**config.mk**
```make
export PLATFORM = sky130hd
export DESIGN_NAME = mux_rr_arbiter_flat
export DESIGN_NICKNAME = d
export VERILOG_FILES = /design/src/rtl/mux_rr_arbiter_pkg.sv /design/src/rtl/mux_rr_arbiter_if.sv /design/src/rtl/mux_rr_arbiter_pick.sv /design/src/rtl/mux_rr_arbiter.sv /design/src/flat_wrapper.sv
export SDC_FILE = /design/constraint.sdc
export NUM_CORES = 1
export LEC_CHECK = 0
export ABC_AREA = 1
export CAP_MARGIN = 20
export CORE_UTILIZATION = 30
export DETAILED_ROUTE_END_ITERATION = 8
export SYNTH_ARGS = -nofsm -noshare
export SYNTH_HDL_FRONTEND = slang
export SYNTH_SLANG_ARGS = --single-unit
```
**constraint.sdc**
```tcl
create_clock -name clk -period 4.35 [get_ports clk]
set_input_delay 0.6525 -clock clk [delete_from_list [all_inputs] [get_ports clk]]
set_output_delay 0.6525 -clock clk [all_outputs]
set_load 0.01 [all_outputs]
```
**src/rtl/mux_rr_arbiter_pkg.sv**
```systemverilog
// Shared encodings for the four-way round-robin channel arbiter.
// Pure definitions: no logic, no latency.
// Backpressure is handled by the arbiter top, not here.
package mux_arb_defs;
    localparam int NREQ = 4;
    localparam int SELW = 2;

    typedef enum logic {
        IDLE = 1'b0,
        BUSY = 1'b1
    } state_t;
endpackage

```
**src/rtl/mux_rr_arbiter_if.sv**
```systemverilog
// Requester/channel bundle between four serial sources and the shared 1-bit channel.
// Wires only: no latency.
// Backpressure: out_ready flows back to the granted source as in_ready.
interface mux_rr_arbiter_if;
    import mux_arb_defs::*;

    logic [NREQ-1:0] req;
    logic [NREQ-1:0] din;
    logic [NREQ-1:0] dlast;
    logic [NREQ-1:0] in_ready;
    logic [NREQ-1:0] gnt;
    logic [SELW-1:0] sel;
    logic            out_valid;
    logic            out_data;
    logic            out_last;
    logic            out_ready;

    modport master (
        input  req, din, dlast, out_ready,
        output in_ready, gnt, sel, out_valid, out_data, out_last
    );

    modport slave (
        output req, din, dlast, out_ready,
        input  in_ready, gnt, sel, out_valid, out_data, out_last
    );
endinterface

```
**src/rtl/mux_rr_arbiter_pick.sv**
```systemverilog
// Rotating first-one finder: scans req upward from ptr, wrapping 3 to 0.
// Latency: purely combinational.
// Backpressure: none.
module rr_pick4
    import mux_arb_defs::*;
(
    input  logic [NREQ-1:0] req,
    input  logic [SELW-1:0] ptr,
    output logic [NREQ-1:0] pick,
    output logic [SELW-1:0] idx
);
    always_comb begin
        logic [SELW-1:0] j;
        logic            found;
        pick  = '0;
        idx   = '0;
        found = 1'b0;
        j     = '0;
        for (int i = 0; i < NREQ; i++) begin
            j = ptr + SELW'(i);
            if (!found && req[j]) begin
                found   = 1'b1;
                pick[j] = 1'b1;
                idx     = j;
            end
        end
    end
endmodule

```
**src/rtl/mux_rr_arbiter.sv**
```systemverilog
// Round-robin arbiter steering four serial requesters onto one 1-bit channel.
// Latency: grant registered one cycle after req; beats pass combinationally while granted.
// Backpressure: out_ready gates in_ready of the granted source; release costs one idle cycle.
module mux_rr_arbiter
    import mux_arb_defs::*;
#(
    parameter int MAX_BEATS = 8,
    parameter int CW        = 8
) (
    input  logic              clk,
    input  logic              rst_n,
    mux_rr_arbiter_if.master  bus
);
    state_t          state_q, state_d;
    logic [NREQ-1:0] gnt_q, gnt_d;
    logic [SELW-1:0] sel_q, sel_d;
    logic [SELW-1:0] ptr_q, ptr_d;
    logic [CW-1:0]   cnt_q, cnt_d;

    logic [NREQ-1:0] pick;
    logic [SELW-1:0] pick_idx;
    logic            busy;
    logic            vld;
    logic            last;
    logic            xfer;
    logic [CW-1:0]   cnt_inc;

    rr_pick4 u_pick (
        .req  (bus.req),
        .ptr  (ptr_q),
        .pick (pick),
        .idx  (pick_idx)
    );

    // rst_n gates the valids so a mid-packet reset never reports a transfer
    assign busy    = (state_q == BUSY);
    assign vld     = busy & rst_n & bus.req[sel_q];
    assign last    = busy & bus.dlast[sel_q];
    assign xfer    = vld & bus.out_ready;
    assign cnt_inc = cnt_q + CW'(1);

    assign bus.out_valid = vld;
    assign bus.out_data  = busy & bus.din[sel_q];
    assign bus.out_last  = last;
    assign bus.in_ready  = (busy && rst_n) ? (gnt_q & {NREQ{bus.out_ready}}) : '0;
    assign bus.gnt       = gnt_q;
    assign bus.sel       = sel_q;

    always_comb begin
        state_d = state_q;
        gnt_d   = gnt_q;
        sel_d   = sel_q;
        ptr_d   = ptr_q;
        cnt_d   = cnt_q;
        case (state_q)
            IDLE: begin
                if (|bus.req) begin
                    state_d = BUSY;
                    gnt_d   = pick;
                    sel_d   = pick_idx;
                    cnt_d   = '0;
                end
            end
            BUSY: begin
                if (xfer) begin
                    cnt_d = cnt_inc;
                end
                // sel is left alone on release so the mux select never glitches
                if ((xfer && (last || cnt_inc == CW'(MAX_BEATS))) || !bus.req[sel_q]) begin
                    state_d = IDLE;
                    gnt_d   = '0;
                    ptr_d   = sel_q + 2'd1;
                end
            end
            default: begin
                state_d = IDLE;
                gnt_d   = '0;
            end
        endcase
    end

    always_ff @(posedge clk) begin
        if (!rst_n) begin
            state_q <= IDLE;
            gnt_q   <= '0;
            sel_q   <= '0;
            ptr_q   <= '0;
            cnt_q   <= '0;
        end else begin
            state_q <= state_d;
            gnt_q   <= gnt_d;
            sel_q   <= sel_d;
            ptr_q   <= ptr_d;
            cnt_q   <= cnt_d;
        end
    end
endmodule

```
**src/flat_wrapper.sv**
```systemverilog
// flat-port wrapper written by rule: the top's interface ports become plain ports
module mux_rr_arbiter_flat import mux_arb_defs::*;
#(
    parameter int MAX_BEATS = 8,
    parameter int CW        = 8
)
  (clk, rst_n, bus_req, bus_din, bus_dlast, bus_out_ready, bus_in_ready, bus_gnt, bus_sel, bus_out_valid, bus_out_data, bus_out_last);
  mux_rr_arbiter_if bus_i ();
  input  logic clk;
  input  logic rst_n;
  input wire logic [$bits(bus_i.req)-1:0] bus_req;
  input wire logic [$bits(bus_i.din)-1:0] bus_din;
  input wire logic [$bits(bus_i.dlast)-1:0] bus_dlast;
  input wire logic [$bits(bus_i.out_ready)-1:0] bus_out_ready;
  output wire logic [$bits(bus_i.in_ready)-1:0] bus_in_ready;
  output wire logic [$bits(bus_i.gnt)-1:0] bus_gnt;
  output wire logic [$bits(bus_i.sel)-1:0] bus_sel;
  output wire logic [$bits(bus_i.out_valid)-1:0] bus_out_valid;
  output wire logic [$bits(bus_i.out_data)-1:0] bus_out_data;
  output wire logic [$bits(bus_i.out_last)-1:0] bus_out_last;
  assign bus_i.req = bus_req;
  assign bus_i.din = bus_din;
  assign bus_i.dlast = bus_dlast;
  assign bus_i.out_ready = bus_out_ready;
  assign bus_in_ready = bus_i.in_ready;
  assign bus_gnt = bus_i.gnt;
  assign bus_sel = bus_i.sel;
  assign bus_out_valid = bus_i.out_valid;
  assign bus_out_data = bus_i.out_data;
  assign bus_out_last = bus_i.out_last;
  mux_rr_arbiter #(.MAX_BEATS(MAX_BEATS), .CW(CW)) u_core (.clk(clk), .rst_n(rst_n), .bus(bus_i));
endmodule
```
==> run metrics <==
synthesized area=1340 µm²; Max Fanout on Critical Path=3; Die Span X=approximately 69 µm; later-pin clock latency in the skew report=between 200 and 300 ps; R2R depth=11; Yosys warnings=0; DRT Pass-1 Iters=4; CTS Hold Bufs=0; Hold Slack=between 400 and 500 ps; Vias=between 1,000 and 1,500; ANT nets after route=0; Req. time, crit path=around 3700 ps; Critical Path Start Type=primary input; count leader, synth=nand2_1; Port Buffers=27; top post-synthesis cells by area=dfxtp_1 25%, nand2_1 18%, ha_1 6.6%; Synth Area in Simple Gates=0.386; peak supply drop=123 µV; routability cong.=between 0.7 and 0.8; clock tree sinks=17; post-synth top area share=0.255; Final setup viols=0; postcts setup bufs=0; mux cell area share after synthesis=0; Initial Util=0.322; DR DRC count=0; Post-synth top cells=65 x nand2_1, 22 x nor2_1, 18 x inv_1; initial antenna violation count=0; Seq cells post-synth=17; async set-reset flop share out of synthesis=0; pwr/cell area=approximately 330 nW/µm²; post-layout min period=roughly 2900 ps; overall routing resource usage=0.148; vias in the first global route=approximately 1,200; Site Rows=23; Clk pin slew, worst setup/hold paths=approximately 70 ps; Synth Area in Adders=0.0655; syn_area_per_cell=between 6 and 7 µm²; post-route insts no fill=around 300; Ant. Diodes=0; DR vias/cell=between 4 and 5; # resized after CTS=0; Area Overhead vs Synth=26.3%; first-pass GRT wire length=about 5.3 mm; RSZ-0062 raised after global routing=no; count of pins over their slew limit=0; Most used DFF post-synth=dfxtp_1; Distinct cells, synth=28; Fin Setup TNS=0 ps; Least-Margin Pin Slew=between 400 and 500 ps; worst rel slew slack=0.687; Cells after Synth=around 220; Iter 0 DRT Violations=70; Max Cap Viol=0; clk buf depth=2; main combinational cell family by area after synthesis=simple AND/OR/NAND/NOR gates; Root Buffer=clkbuf_8; Overflow after GRT=0; share of cells above drive strength 1=0.107; Pleak=between 0.0006 and 0.0007 µW; Setup Skew=approximately 4.3 ps; Design Power=around 560 µW; Final HPWL DP=2.58 mm; Routed WL per cell=11.2 µm; upper clock frequency limit=about 0.35 GHz; Worst Setup End Kind=output pin; CTS Buf Count=3; status=complete, no violations; syn nets=238; Nets=approximately 270; placed insts=290; CTS tree=done; XOR/XNOR share of the synthesized area=0.00655; hold depth=2; core area=around 4100 µm²; post-synth top area cell=dfxtp_1; Tcrit/Tclk final=0.663; Final Hold Vio Count=0; # IOs=28; Routed WL=between 3 and 4 mm; largest net degree at the start of global routing=13; hold crit path type=register to register; Die ar.=~4700 µm²; CP Class=primary input to output pin; Post-synth EDFFs=0; Synth Area in Compound Gates=0.185; Die Span Y=a little under 70 µm; critical path arrival=between 2000 and 2500 ps; Seq/Total Area, Yosys=0.255; H-Tree Level Count=1
[path summary, 6_finish.rpt]
check | start | slack (ps) | to
setup / recovery | bus_req[1] | 1470 | bus_out_valid
hold / removal | u_core.cnt_q[7]$_SDFFE_PN0P_ | 480 | u_core.cnt_q[7]$_SDFFE_PN0P_
setup reg to reg | u_core.ptr_q[0]$_SDFFE_PN0P_ | 2050 | u_core.bus.sel[1]$_SDFFE_PN0P_
hold reg to reg | u_core.cnt_q[7]$_SDFFE_PN0P_ | 480 | u_core.cnt_q[7]$_SDFFE_PN0P_
[kinds of logic (layout without fill, tap and decap cells)]
group | Yosys count | after routing
simple gates | 116 | 116
compound gates | 45 | 45
buf+inv | 30 | 58
flops | 17 | 17
fa+ha+maj | 7 | 7
xor+xnor | 1 | 1
[report_power, final]
part           leakage [µW]  switching, µW  internal (µW)
combinational      0.000527            142            101
sequential         0.000139           28.1            171
clock             0.0000228           54.2           65.0
total              0.000689            224            337
[state kept, by name, summed over array words and instances (netlist names)]
| name | flops |
|---|---|
| u_core.bus.gnt | 4 |
| u_core.bus.sel | 2 |
| u_core.busy | 1 |
| u_core.cnt_q | 8 |
| u_core.ptr_q | 2 |
[metal layers]
| metal | part of all wire | GRT usage | routed length (µm) |
|---|---|---|---|
| met5 | 0 | 0 | 0 |
| met4 | 0.0021 | 0.0383 | 7 |
| met3 | 0.025 | 0.0329 | 84 |
| met2 | 0.47 | 0.244 | 1560 |
| met1 | 0.50 | 0.193 | 1650 |
[worst max-delay path, cell delays in order]
cell and delay [ps]:
clkdlybuf4s50_1 490, inv_2 50, a21oi_1 110, o21ai_1 90, nand2_2 130, inv_2 50, nor2_4 100, clkdlybuf4s50_1 550
[stage by stage]
| step | setup WS (ps) | util | instance area [µm²] |
|---|---|---|---|
| floorplan | 2550 | - | 1340 |
| global placement | 1480 | 0.396 | 1640 |
| detailed placement | 1450 | 0.396 | 1640 |
| CTS | 1450 | 0.407 | 1690 |
| global route | 1360 | 0.407 | 1690 |
| finish | 1470 | 0.407 | 1690 |
[final cells by class]
class	instances	area (µm²)
fillers	448	2460
flip-flops and latches	17	340
clock buffers	4	45.0
inverters	27	110
repair buffers	27	270
multi-input cells	169	860
well taps	50	62.6
[cell usage in the layout (no fill, tap or decap), types with 2 or more instances in the layout]
cell type        instances
inv_2                    6
inv_1                   18
o21ai_0                 11
o21ai_1                 10
ha_1                     7
nand2_4                  3
dfxtp_1                 17
nand2_2                  4
nor2_4                   2
nand4_1                  2
a21oi_1                 15
a22oi_1                  4
clkdlybuf4s50_1         27
clkbuf_8                 3
nand3_1                 14
nor2_1                  22
nor2_2                   3
nand2_1                 65
Note: power is estimated with default switching activity, not from simulation.
